<file path="src/rtl/i2c_cmd_scheduler.sv">
// Command queue and sequencer in front of a single I2C controller port.
// Issues one queued transaction at a time, tracks busy for completion, and enforces an idle gap between transactions.
module i2c_cmd_scheduler #(
  parameter int BYTES_SEND_LOG    = 2,
  parameter int BYTES_RECEIVE_LOG = 2,
  parameter int BITS_SEND_MAX     = ((2**BYTES_SEND_LOG)-1) << 3,
  parameter int BITS_RECEIVE_MAX  = ((2**BYTES_RECEIVE_LOG)-1) << 3,
  parameter int FIFO_DEPTH_LOG    = 2,
  parameter int START_HOLD        = 12,
  parameter int GAP_CYCLES        = 25,
  parameter int TIMEOUT_CYCLES    = 65535
) (
  input  logic                         clk,
  input  logic                         rst,
  input  logic                         cmd_valid,
  output logic                         cmd_ready,
  input  logic [7:0]                   cmd_addr,
  input  logic [BITS_SEND_MAX-1:0]     cmd_data,
  input  logic [BYTES_SEND_LOG-1:0]    cmd_num_send,
  input  logic [BYTES_RECEIVE_LOG-1:0] cmd_num_receive,
  output logic                         ctrl_start,
  output logic [7:0]                   ctrl_addr,
  output logic [BITS_SEND_MAX-1:0]     ctrl_data_send,
  output logic [BYTES_SEND_LOG-1:0]    ctrl_num_send,
  output logic [BYTES_RECEIVE_LOG-1:0] ctrl_num_receive,
  input  logic                         ctrl_busy,
  input  logic                         ctrl_nack,
  input  logic [BITS_RECEIVE_MAX-1:0]  ctrl_data_rx,
  output logic                         rsp_valid,
  input  logic                         rsp_ready,
  output logic [BITS_RECEIVE_MAX-1:0]  rsp_data,
  output logic [1:0]                   rsp_status,
  output logic [FIFO_DEPTH_LOG:0]      fifo_count
);
  localparam int DEPTH = 2**FIFO_DEPTH_LOG;
  localparam int EW    = 8 + BITS_SEND_MAX + BYTES_SEND_LOG + BYTES_RECEIVE_LOG;
  localparam int GW    = $clog2(GAP_CYCLES + 1);

  typedef enum logic [1:0] {IDLE, START, WAIT_LOW, RESP} state_e;

  logic [EW-1:0]               mem_q [DEPTH];
  logic [FIFO_DEPTH_LOG-1:0]   wr_ptr_q, rd_ptr_q;
  logic [FIFO_DEPTH_LOG:0]     count_q;
  state_e                      state_q, state_d;
  logic [15:0]                 to_q, to_d;
  logic [GW-1:0]               gap_q, gap_d;
  logic                        seen_q, seen_d, nack_q, nack_d, start_q, start_d;
  logic                        rsp_valid_q, rsp_valid_d;
  logic [BITS_RECEIVE_MAX-1:0] rsp_data_q, rsp_data_d;
  logic [1:0]                  rsp_status_q, rsp_status_d;
  logic [7:0]                  addr_q;
  logic [BITS_SEND_MAX-1:0]    data_q;
  logic [BYTES_SEND_LOG-1:0]   nsend_q;
  logic [BYTES_RECEIVE_LOG-1:0] nrecv_q;
  logic                        push, pop, timed_out, nack_any;

  assign cmd_ready  = (count_q != (FIFO_DEPTH_LOG+1)'(DEPTH));
  assign push       = cmd_valid && cmd_ready;
  assign timed_out  = (to_q == 16'(TIMEOUT_CYCLES));
  assign nack_any   = nack_q | ctrl_nack;

  // Storage needs no reset; occupancy is governed by the pointers and count.
  always_ff @(posedge clk) begin
    if (push) mem_q[wr_ptr_q] <= {cmd_addr, cmd_data, cmd_num_send, cmd_num_receive};
  end

  always_ff @(posedge clk or negedge rst) begin
    if (!rst) begin
      wr_ptr_q <= '0;
      rd_ptr_q <= '0;
      count_q  <= '0;
    end else begin
      if (push) wr_ptr_q <= wr_ptr_q + 1'b1;
      if (pop)  rd_ptr_q <= rd_ptr_q + 1'b1;
      case ({push, pop})
        2'b10:   count_q <= count_q + 1'b1;
        2'b01:   count_q <= count_q - 1'b1;
        default: count_q <= count_q;
      endcase
    end
  end

  always_ff @(posedge clk or negedge rst) begin
    if (!rst) begin
      state_q      <= IDLE;
      to_q         <= '0;
      gap_q        <= '0;
      seen_q       <= 1'b0;
      nack_q       <= 1'b0;
      start_q      <= 1'b0;
      rsp_valid_q  <= 1'b0;
      rsp_data_q   <= '0;
      rsp_status_q <= '0;
      {addr_q, data_q, nsend_q, nrecv_q} <= '0;
    end else begin
      state_q      <= state_d;
      to_q         <= to_d;
      gap_q        <= gap_d;
      seen_q       <= seen_d;
      nack_q       <= nack_d;
      start_q      <= start_d;
      rsp_valid_q  <= rsp_valid_d;
      rsp_data_q   <= rsp_data_d;
      rsp_status_q <= rsp_status_d;
      if (pop) {addr_q, data_q, nsend_q, nrecv_q} <= mem_q[rd_ptr_q];
    end
  end

  always_comb begin
    state_d      = state_q;
    to_d         = to_q;
    gap_d        = gap_q;
    seen_d       = seen_q;
    nack_d       = nack_q;
    start_d      = start_q;
    rsp_valid_d  = rsp_valid_q;
    rsp_data_d   = rsp_data_q;
    rsp_status_d = rsp_status_q;
    pop          = 1'b0;
    case (state_q)
      IDLE: begin
        if (gap_q != '0) begin
          gap_d = gap_q - 1'b1;
        end else if (count_q != '0) begin
          pop     = 1'b1;
          state_d = START;
          start_d = 1'b1;
          to_d    = '0;
          seen_d  = 1'b0;
          nack_d  = 1'b0;
        end
      end
      START: begin
        to_d   = to_q + 16'd1;
        nack_d = nack_any;
        if (timed_out) begin
          start_d      = 1'b0;
          state_d      = RESP;
          rsp_valid_d  = 1'b1;
          rsp_data_d   = '0;
          rsp_status_d = 2'b10;
        end else if (ctrl_busy) begin
          seen_d  = 1'b1;
          start_d = 1'b0;
          state_d = WAIT_LOW;
        end else if (to_q == 16'(START_HOLD - 1)) begin
          // Give up holding start; a later busy pulse still completes normally.
          start_d = 1'b0;
          state_d = WAIT_LOW;
        end
      end
      WAIT_LOW: begin
        to_d   = to_q + 16'd1;
        nack_d = nack_any;
        if (ctrl_busy) seen_d = 1'b1;
        if (timed_out) begin
          state_d      = RESP;
          rsp_valid_d  = 1'b1;
          rsp_data_d   = '0;
          rsp_status_d = 2'b10;
        end else if (seen_q && !ctrl_busy) begin
          state_d      = RESP;
          rsp_valid_d  = 1'b1;
          rsp_status_d = nack_any ? 2'b01 : 2'b00;
          rsp_data_d   = (addr_q[0] && !nack_any && nrecv_q != '0) ? ctrl_data_rx : '0;
        end
      end
      RESP: begin
        if (rsp_ready) begin
          rsp_valid_d  = 1'b0;
          rsp_data_d   = '0;
          rsp_status_d = '0;
          gap_d        = GW'(GAP_CYCLES);
          state_d      = IDLE;
        end
      end
      default: state_d = IDLE;
    endcase
  end

  assign ctrl_start       = start_q;
  assign ctrl_addr        = addr_q;
  assign ctrl_data_send   = data_q;
  assign ctrl_num_send    = nsend_q;
  assign ctrl_num_receive = nrecv_q;
  assign rsp_valid        = rsp_valid_q;
  assign rsp_data         = rsp_data_q;
  assign rsp_status       = rsp_status_q;
  assign fifo_count       = count_q;
endmodule

</file>
<file path="config.mk">
export PLATFORM = sky130hd
export DESIGN_NAME = i2c_cmd_scheduler
export DESIGN_NICKNAME = d
export VERILOG_FILES = /design/src/rtl/i2c_cmd_scheduler.sv
export SDC_FILE = /design/constraint.sdc
export NUM_CORES = 1
export LEC_CHECK = 0
export CORE_ASPECT_RATIO = 0.9
export CORE_MARGIN = 2
export CORE_UTILIZATION = 35
export CTS_CLUSTER_DIAMETER = 30
export CTS_CLUSTER_SIZE = 12
export DETAILED_ROUTE_END_ITERATION = 7
export DONT_BUFFER_PORTS = 1
export GPL_TIMING_DRIVEN = 0
export REMOVE_ABC_BUFFERS = 1
export SYNTH_ARGS = -nofsm -noshare
export SYNTH_HDL_FRONTEND = slang
export SYNTH_SLANG_ARGS = --single-unit
</file>
<file path="constraint.sdc">
create_clock -name clk -period 3.5 [get_ports clk]
set_clock_uncertainty 0.15 [all_clocks]
set_input_delay 0.35 -clock clk [delete_from_list [all_inputs] [get_ports clk]]
set_output_delay 0.35 -clock clk [all_outputs]
set_load 0.02 [all_outputs]
</file>
Word-level counts from Yosys, hierarchy flattened
Memories as Yosys holds them, arrays and structs flattened. A register that Yosys moved wholly into a read port is not among the register bits.
Index checks and enable logic that the tools add are counted.

storage, ports and cells
  word-level logic and storage cells = 109
  output and inout port bits = 68
  register bits = 60
  memories kept = 1
  bits in writable memories = 144

memories
  memory  depth  width  rd ports  clocked after Yosys merged registers in  write ports  line  source
  mem_q   4      36     1         1                                        1            41    logic [EW-1:0] mem_q [DEPTH];

operators by class
  bitwise gates (word level) = 1
  add/subtract/negate cells = 6
  reduce and logical (&&, ||, !) cells = 24
  equality and inequality tests = 16
  mux-type cells = 49

operators by type and width
  cell                                                  number
  two-way mux 24 bit                                    5
  one-hot mux 24 bit (3 select lines)                   1
  two-way mux 16 bit                                    2
  one-hot mux 16 bit (2 select lines)                   1
  two-way mux 2 bit                                     11
  two-way mux 1 bit                                     19
  adder 16 x 1 -> 16 bit, second input constant         1
  equality test 16 bit, second input constant           1
  equality test 16 x 4 -> 1 bit, second input constant  1
  != test 2 bit, second input constant                  6
  AND reduction 4 bit                                   3
  two-way mux 5 bit                                     2
  one-hot mux 5 bit (2 select lines)                    1
  nonzero test 2 bit                                    5
  nonzero test 3 bit                                    3
  one-hot mux 2 bit (4 select lines)                    1
  equality test 2 bit, second input constant            3
  != test 3 bit, second input constant                  2
  one-hot mux 1 bit (3 select lines)                    2
  one-hot mux 2 bit (3 select lines)                    1
  one-hot mux 3 bit (2 select lines)                    1
  AND reduction 3 bit                                   2
  AND reduction 5 bit                                   1
  nonzero test 5 bit                                    1
  12 further kinds                                      20

Longest topological paths before layout
  depth after elaboration = 8
  mapped depth = 12

Worst setup path before layout
OpenSTA, ideal clock, no wires.

  kind = register -> register
  from = register gap_q[0]
  to = register count_q[2] (netlist: fifo_count[2])
  stages on the path, launching flop included = 13
  required time = 3.270 ns
  library setup time = 0.080 ns
  path slack = 0.878 ns
  arrival time = 2.392 ns
  clock period less this slack = 2.622 ns
  cell sequence = dfrtp_1 -> inv_1 -> ha_1 -> nor4b_2 -> nand3_1 -> inv_2 -> buf_2 -> ha_1 -> inv_1 -> fa_1 -> xor2_1 -> nor2_1 -> xor2_1

on the way
  longest elaborated chain between the ends = 5
  elaborated cells on any way between the ends = 7
  those cells by class = eq/ne: 2; mux: 3; reduce/logical: 2

RTL lines
  element                                                                          line  source
  start, declared                                                                  46    logic [GW-1:0] gap_q, gap_d;
  start signal, assigned                                                           98    gap_q <= gap_d;
  nonzero test 5 bit (*)                                                           122   if (gap_q != '0) begin
  two-way mux 1 bit (*)                                                            122
  two-way mux 1 bit (*)                                                            120   case (state_q)
  named net pop                                                                    55    logic push, pop, timed_out, nack_any;
  equality test 2 x 1 -> 1 bit / equality test 2 bit (equally long branches)       75    case ({push, pop})
  one-hot mux 3 bit (2 select lines) / nonzero test 2 bit (equally long branches)  n/a
  end signal, assigned                                                             76    2'b10: count_q <= count_q + 1'b1;
  end signal, assigned                                                             77    2'b01: count_q <= count_q - 1'b1;
  end signal, assigned                                                             78    default: count_q <= count_q;
  end, declared                                                                    43    logic [FIFO_DEPTH_LOG:0] count_q;

The timed path passes the listed nets; every way through them passes the cells marked *.
A chain may end at the register's enable or synchronous reset.

Worst setup path in the final report
  from = register gap_q[0]
  to = register count_q[2] (netlist: fifo_count[2])

on the way
  longest elaborated chain between the ends = 5
  elaborated cells on any way between the ends = 7
  those cells by class = eq/ne: 2; mux: 3; reduce/logical: 2

RTL lines
  element                                                                          line
  nonzero test 5 bit (*)                                                           122
  two-way mux 1 bit (*)                                                            122
  two-way mux 1 bit (*)                                                            120
  equality test 2 x 1 -> 1 bit / equality test 2 bit (equally long branches)       75
  one-hot mux 3 bit (2 select lines) / nonzero test 2 bit (equally long branches)  n/a

Every way passes the cells marked *; elsewhere a longest branch is shown, timed or not.

==> run summary <==
status - complete, no violations
vias in the first global route - 5775
crit-path max FO - 39
CTS clock-pin slew for the worst setup and hold paths - 0.04 ns
max-cap violation count - 0
register share of total power - 42.0%
Avg Cell Area, Syn - 17.5 sq um
min cycle time layout - 3.07 ns
Nets - 720
total chip power - 0.0108 W
Clock power frac - 40.3%
DIE HEIGHT - 160 microns
worst min path class - in -> reg
Arr. time, crit path - 3.37 ns
Pins Over Slew Limit - 0
CP max-delay cell - dfrtp_1
core area - 26800 sq um
max frequency - 326 MHz
CP Launch Type - register
number of H-tree levels - 2
final wirelength - 19700 microns
Comb power frac - 17.7%
Area Growth Syn to Fin - 29.0%
Final Non-Filler Cells - 1034
Die Area - 28400 sq um
initial antenna violation count - 1
Die Span X - 178 microns
Seq/Total Area, Yosys - 70.9%
relative slew slack - 16.1%
global-route wire length before repair - 31100 microns
Routed Antenna Nets - 0
EDFF count, synth - 144
Yosys reg bits - 240
critical path cell sequence - inv_1, ha_1, nor4b_2, nand3_2, clkinv_8, ha_1, inv_1, fa_1, xor2_1, nor2_1, xor2_1
largest net degree at the start of global routing - 97
worst skew pair latency - 0.55 ns
Final Hold Fails - 0
# IOs - 134
I/O Buffers - 0
Synth top area share - 45.6%
critical path data required time - 3.80 ns
Async SR Flop Fraction - 40.0%
Post-CTS Setup Inserts - 0
setup violators final - 0
Netlist Area Pre-Place - 9490 sq um
DR iter-0 viols - 312
Via density - 5.02
Post-synth top flop - edfxtp_1
yosys synthesis warning count - 0
most area-hungry cell type in the Yosys netlist - edfxtp_1
Int Pwr - 0.00743 W
RSZ-0062 raised after global routing - no
GPL Wtd Cong - 0.796
Slew @ Worst Pin - 1.25 ns
most frequent cells in the layout - edfxtp_1, dfrtp_1, dlygate4sd3_1
ANT cells - 0
leakage - 4.62 nW
switch share - 31.1%
Initial Utilization - 35.4%
Overflow after GRT - 0
DP Area - 9940 sq um
Sum Neg Setup Slack - 0 ns
Num CTS Buffers - 48
Distinct cells, synth - 53
Worst path max stage delay - 0.40 ns
maximum VDD drop - 0.000569 V
CTS root buffer - clkbuf_16
Post-Place Cells - 880
layout cells sized above 1 - 26.3%
CP endpoint kind - register
commonest non-fill, non-tap cell in the layout - edfxtp_1
Final Cycle Share - 87.6%
Via Count - 5192
fin area - 12200 sq um
NetSw - 0.00335 W
Max clock buf depth - 3
Core Rows - 57
All-Layer GR Usage - 14.1%
CTS tree - done
First-pass DRT Iterations - 4
power per standard cell area - 882 nW/um^2
clk sinks - 240
Post-DP HPWL - 11800 microns
WL/cell - 19.1 microns
Residual DRC - 0
crit path kind - reg -> reg
top post-synthesis cells by area - edfxtp_1, dfrtp_1, mux4_2
final core utilization - 45.6%
Cells after Synth - 542
final timing paths:
kind | start | to | slack [ns] | cells past startpoint
setup / recovery | gap_q[0] | fifo_count[2] | 0.43 | 11
hold / removal | rsp_ready | gap_q[0] | 0.06 | 4
setup reg to reg | gap_q[0] | fifo_count[2] | 0.43 | 11
hold reg to reg | nack_q | nack_q | 0.35 | 2
max in group asynchronous | rst | rd_ptr_q[0] | 2.45 | 2
min in group asynchronous | rst | ctrl_data_send[2] | 0.33 | 2
routing by layer:
layer  track usage, %  wire length [microns]  vias to the layer above  share of wire [%]
li1                 -                      -                     2329                  -
met1             16.5                   7840                     2644                 40
met2             23.8                   9900                      180                 50
met3             5.00                   1610                       37                8.2
met4             5.07                    388                        2                2.0
met5                0                     13                        -              0.066
flip-flops by register name, indices dropped and copies added (netlist names), 3 cells and up:
register	count
ctrl_addr	8
ctrl_data_send	24
fifo_count	3
gap_q	5
mem_q	144
rsp_data	24
to_q	16
synthesized netlist by cell type (7+ instances only):
| library cell | count |
|---|---|
| edfxtp_1 | 144 |
| dfrtp_1 | 96 |
| mux4_2 | 36 |
| mux2_2 | 35 |
| a22o_1 | 24 |
| nor2_1 | 23 |
| nand2_1 | 16 |
| xnor2_1 | 16 |
| clkbuf_1 | 12 |
| ha_1 | 12 |
| inv_1 | 12 |
| o21ai_0 | 11 |
| a21oi_1 | 10 |
| nor3_1 | 10 |
| nand3_1 | 7 |
kinds of logic after synthesis:
family          count (synthesis)  synth area share (%)
simple gates                   96                  5.79
fa+ha+maj                      13                  1.79
mux                            76                  13.3
flops                         240                  70.9
xor+xnor                       18                  1.66
compound gates                 64                  4.84
buf+inv                        35                  1.70
power by group through the flow:
stage	Sequential, W	Clock, W	Combinational [W]
CTS	0.00455	0.00445	0.00193
floorplan	0.00440	0	0.00135
global placement	0.00460	0	0.00162
detailed placement	0.00460	0	0.00182
global route	0.00463	0.00460	0.00212
finish	0.00453	0.00435	0.00191
critical path, delay by kind of cell (launching register included):
family	cells	cell delay, ns
simple gates	3	0.83
fa+ha+maj	3	0.78
buf+inv	3	0.49
flops	1	0.40
xor+xnor	2	0.32
per-stage QoR:
| stage | setup WS (ns) | hold slack (ns) |
|---|---|---|
| final | 0.433 | 0.0566 |
| after global routing | 0.197 | 0.0896 |
| after CTS | 0.0933 | 0.0312 |
| after detailed placement | -0.280 | -0.0930 |
| after global placement | -0.155 | -0.0928 |
| after floorplan | 0.584 | -0.0956 |
cell type report:
type | instances | area [sq um]
inverter | 13 | 61.3
sequential | 240 | 6730
clock inverter | 34 | 335
fill | 2248 | 14600
timing repair buffer | 71 | 783
multi-input combinational | 267 | 2610
tap | 354 | 443
clock buffer | 55 | 1270
timing repair:
item                                    4_1_cts  5_1_grt
hold buffers                                 65        0
hold endpoints to repair                    270        0
gates cloned                                  0        0
resized for setup                             2        4
endpoints found under the setup margin        2        1
(Power assumes the default switching activity.)
==> patch 1: new RTL, same flow settings <==
Take the reset off `to_q` and `rsp_data_q` and load them in a clocked block of their own.
--- a/src/rtl/i2c_cmd_scheduler.sv
+++ b/src/rtl/i2c_cmd_scheduler.sv
@@ -85,3 +85,2 @@
       state_q      <= IDLE;
-      to_q         <= '0;
       gap_q        <= '0;
@@ -91,3 +90,2 @@
       rsp_valid_q  <= 1'b0;
-      rsp_data_q   <= '0;
       rsp_status_q <= '0;
@@ -96,3 +94,2 @@
       state_q      <= state_d;
-      to_q         <= to_d;
       gap_q        <= gap_d;
@@ -102,3 +99,2 @@
       rsp_valid_q  <= rsp_valid_d;
-      rsp_data_q   <= rsp_data_d;
       rsp_status_q <= rsp_status_d;
@@ -106,2 +102,7 @@
     end
+  end
+
+  always_ff @(posedge clk) begin
+    to_q       <= to_d;
+    rsp_data_q <= rsp_data_d;
   end
Function: changed (a bounded check fails within 10 cycles, from zero or initial values and one cycle with rst low; the reset may be asserted at any time).
==> patch 1 against the original RTL <==
Fmax shrank 4.3%. Final area grew 1.7%. Routed wire length rose by 0.20%. Area after synthesis increased by 1.8%. Highest routed layer is now met4. Power rose by 3.5%. Cell count is 0.68% lower. Sequential cell count unchanged. Setup slack got worse by 140 ps.
==> patch 1: results (changes against the original RTL) <==
[global_route]
grt_pass1_wl_um = 31000  ; -0.42%
grt_pass1_vias = 5600  ; -3.0%
grt_start_max_net_pins = 57  ; -41%

[sta]
hold-worst-slack_ps = 65.1  ; +8.53 ps
slew_headroom = 0.409  ; +0.248

[route]
via_per_inst = 4.85  ; -3.5%
totalWireLength_um = 19800  ; +0.20%
initialDrtViolationCount = 279  ; -11%

[placement]
placed_cells = 868  ; -1.4%
place_congestion = 0.767  ; -3.5%
post-dp-hpwl_um = 11900  ; +0.49%

[cells_and_area]
seq_area_sq_mm = 0.00693  ; +3.0%
clockBufferCount = 60  ; +9.1%
nNonClkBuffers = 72  ; +1.4%
nFillCells = 2303  ; +2.4%
multi_input_area_share = 0.204  ; -0.00982
clkCellAreaFrac = 0.134  ; +0.00259
buf_share = 0.0632  ; -0.000842
layout-drive-gt1-share = 0.269  ; +0.00611

[floorplanning]
dieArea_sq_mm = 0.0289  ; +1.8%

[critical_path]
worst_path_dominant_cell_family = adder cells
cpPeakStageDelay_ps = 460  ; +60 ps
cpMaxStageDelayCell = nor4b_4
arrival_ps = 3510  ; +140 ps
critPathMaxFanout = 38  ; -2.6%
r2r_setup_slack_ps = 300  ; -140 ps
rr_worst_depth = 12  ; +1

[synth]
ys_types = 56  ; +5.7%
netlist_top_cells_count = edfxtp_1 (184), dfrtp_1 (56), mux4_2 (36), and2_1 (27), nor2_1 (27)
async_flop_share = 0.233  ; -0.167
synth-seq-area-share = 0.717  ; +0.00786
synth_area_leaders = edfxtp_1 (57%), dfrtp_1 (15%), mux4_2 (8.4%), mux2_4 (3.1%), mux2_2 (2.1%)

[power]
leakage_nw = 4.54  ; -1.7%

[outcome]
status = finished, final reports clean

[hold_path]
whs_endpoint = gap_q[3]
min_delay_path_depth = 3  ; -1

patch 1: worst max-delay path by stage:
stage          slack (ps)  cells past startpoint            endpoint
4_1_cts               140                     12       fifo_count[2]
3_3_place_gp         -110                      2  ctrl_data_send[19]
5_1_grt                60                     12       fifo_count[2]
2_1_floorplan         480                     12       fifo_count[2]
6_report              300                     12       fifo_count[2]
3_5_place_dp         -200                     12       fifo_count[2]
patch 1: metal layers:
metal / GRT usage / wire length, um
met4: 0.0524 / 501
met1: 0.165 / 7930
met3: 0.0516 / 1570
met5: 0 / 0
met2: 0.239 / 9790
patch 1: power by group through the flow:
stage                     sequential, mW  combinational [mW]  clock [mW]
after floorplan                     4.73                1.29           0
after global placement              4.88                1.57           0
after detailed placement            4.90                1.73           0
after CTS                           4.86                1.84        4.62
after global routing                4.95                2.01        4.76
final                               4.84                1.80        4.52
patch 1: what timing repair did:
action                                  CTS  global route
endpoints found under the hold margin   229             0
endpoints found under the setup margin    1             1
hold buffers                             66             0
gates resized for setup                   1             1
patch 1: cells by family after synthesis:
| logic type | Yosys count | share of synthesized area |
|---|---|---|
| adder cells (fa/ha/maj) | 13 | 0.0176 |
| flip-flops | 240 | 0.717 |
| buffers and inverters | 38 | 0.0214 |
| AO/OA/AOI/OAI | 38 | 0.0275 |
| multiplexers | 76 | 0.138 |
| XOR/XNOR | 20 | 0.0181 |
| AND/OR/NAND/NOR | 102 | 0.0604 |
patch 1: per-stage QoR:
step                worst slack [ps]  utilization
floorplan                        477            -
global placement                -109        0.368
detailed placement              -204        0.372
CTS                              140        0.459
global route                    64.7        0.459
finish                           295        0.459
patch 1: tightest hold or removal path, delay by kind of cell:
kind | cells | cell delay, ps
compound gates | 1 | 140
simple gates | 2 | 230
==> patch 2: new RTL, config.mk and constraints unchanged <==
Made on the original files. Change the parameter `GAP_CYCLES` from 25 to 50.
--- a/src/rtl/i2c_cmd_scheduler.sv
+++ b/src/rtl/i2c_cmd_scheduler.sv
@@ -9,3 +9,3 @@
   parameter int START_HOLD        = 12,
-  parameter int GAP_CYCLES        = 25,
+  parameter int GAP_CYCLES        = 50,
   parameter int TIMEOUT_CYCLES    = 65535
Function: same outputs for any inputs over 4 cycles, from zero or initial values and one cycle with rst low; that may be too few to reach the edited logic, so the function may still have changed.
==> patch 2 against the original RTL <==
Area after synthesis is 0.53% higher. Via count is 4.5% higher. Sequential cell count is 1 higher. Combinational power is 4% lower. Routed wire length is 7.0% higher. Setup slack worse by 190 ps. Final area is 4.9% higher. Critical path depth is 4 lower. Power is 4.4% higher.
==> patch 2: results (changes against the original RTL) <==
[synth]
syn_inst = 546  ; +0.74%
netlist_top_cells_count = edfxtp_1 (144), dfrtp_1 (97), mux4_2 (36), mux2_2 (32), a22o_1 (25)
ys_types = 56  ; +5.7%
synth_area_leaders = edfxtp_1 (45%), dfrtp_1 (25%), mux4_2 (8.5%), mux2_2 (3.8%), a22o_1 (2.3%)
async_flop_share = 0.402  ; +0.00249
synth-seq-area-share = 0.708  ; -0.00110
yosys.area_share.adder = 0.0165  ; -0.00141
synth_compound_area_frac = 0.0563  ; +0.00788

[clock_network]
clk_latency_ps = 570  ; +20 ps
cts_buffers = 53  ; +10%

[outcome]
status = finished, final reports clean

[sta]
slew_headroom = 0.232  ; +0.0717

[critical_path]
arrival_ps = 3570  ; +200 ps
cpMaxStageDelayCell = nor4_4
cpPeakStageDelay_ps = 900  ; +500 ps
critPathMaxFanout = 24  ; -38%

[route]
via_per_inst = 5.05  ; +0.48%
vias = 5424  ; +4.5%
initialDrtViolationCount = 237  ; -24%

[placement]
post-dp-hpwl_um = 11700  ; -1.1%
placed_cells = 885  ; +0.57%
place_area_sq_mm = 0.0100  ; +0.63%

[global_route]
grt_start_max_net_pins = 98  ; +1.0%
grt_pass1_vias = 5984  ; +3.6%
grt_antenna_before_repair = 0  ; -1
grt_use_total = 0.148  ; +0.00743

[power]
leakage_nw = 4.95  ; +7.1%
switching_share = 0.300  ; -0.0104
peakVddDrop_uv = 547  ; -3.8%

[cells_and_area]
fin_nets = 755  ; +4.9%

==> patch 2: cell count changes after synthesis, moves of 4 or more <==
cell,unedited run,this run
o21ai_0,11,22
nand2_1,16,22
nor2_1,23,18
xnor2_1,16,11
buf_2,6,10
clkbuf_1,12,8
mux2_1,1,5
==> patch 2: logic make-up after synthesis <==
group | count (synthesis)
flops | 241
simple gates | 92
compound gates | 76
buf+inv | 35
mux | 76
fa+ha+maj | 12
xor+xnor | 14
==> patch 2: tightest hold or removal path, stage by stage <==
cell and delay [ps]:
nand2b_1 130, and4b_1 200, a211oi_1 50
==> patch 2: final timing paths <==
check,startpoint,endpoint,slack (ps),cells after the start
setup reg to reg,state_q[0],rsp_data[3],240,7
max in group asynchronous,rst,rd_ptr_q[0],2450,2
setup / recovery,state_q[0],rsp_data[3],240,7
min in group asynchronous,rst,ctrl_data_send[17],330,2
hold / removal,rsp_ready,state_q[0],70,3
hold reg to reg,to_q[0],to_q[0],400,1
==> patch 2: power groups by stage <==
stage                     Combinational, mW  Clock, mW  Sequential, mW
after floorplan                        1.23          0            4.36
after detailed placement               1.69          0            4.53
after CTS                              1.82       5.06            4.49
after global routing                   2.01       5.23            4.56
after global placement                 1.51          0            4.52
final                                  1.83       4.96            4.47
==> patch 2: cell type report <==
type | count | share of cell area
Clock buffer | 64 | 0.112
Clock inverter | 35 | 0.0339
Inverter | 14 | 0.00507
Multi-Input combinational cell | 270 | 0.206
Sequential cell | 241 | 0.526
Tap cell | 354 | 0.0345
Timing Repair Buffer | 96 | 0.0811
Timing Repair inverter | 1 | 0.000682
==> patch 2: per-stage QoR <==
| step | worst slack, ps | hold slack, ps |
|---|---|---|
| after floorplan | 374 | -95.6 |
| after global placement | -441 | -93.1 |
| after detailed placement | -527 | -92.9 |
| after CTS | 30.3 | 36.7 |
| after global routing | 66.4 | 73.6 |
| final | 243 | 68.6 |
==> patch 2: repair_timing <==
action,in CTS,in global routing
gates resized for setup,3,5
pin swaps,0,0
endpoints found under the setup margin,2,10
gates cloned,0,1
endpoints found under the hold margin,272,0
hold buffers,90,0
==> patch 2: per-layer routing <==
metal,GRT usage,part of all wire
met3,0.0563,0.090
met1,0.167,0.38
met5,0,0
met2,0.258,0.51
met4,0.0481,0.018
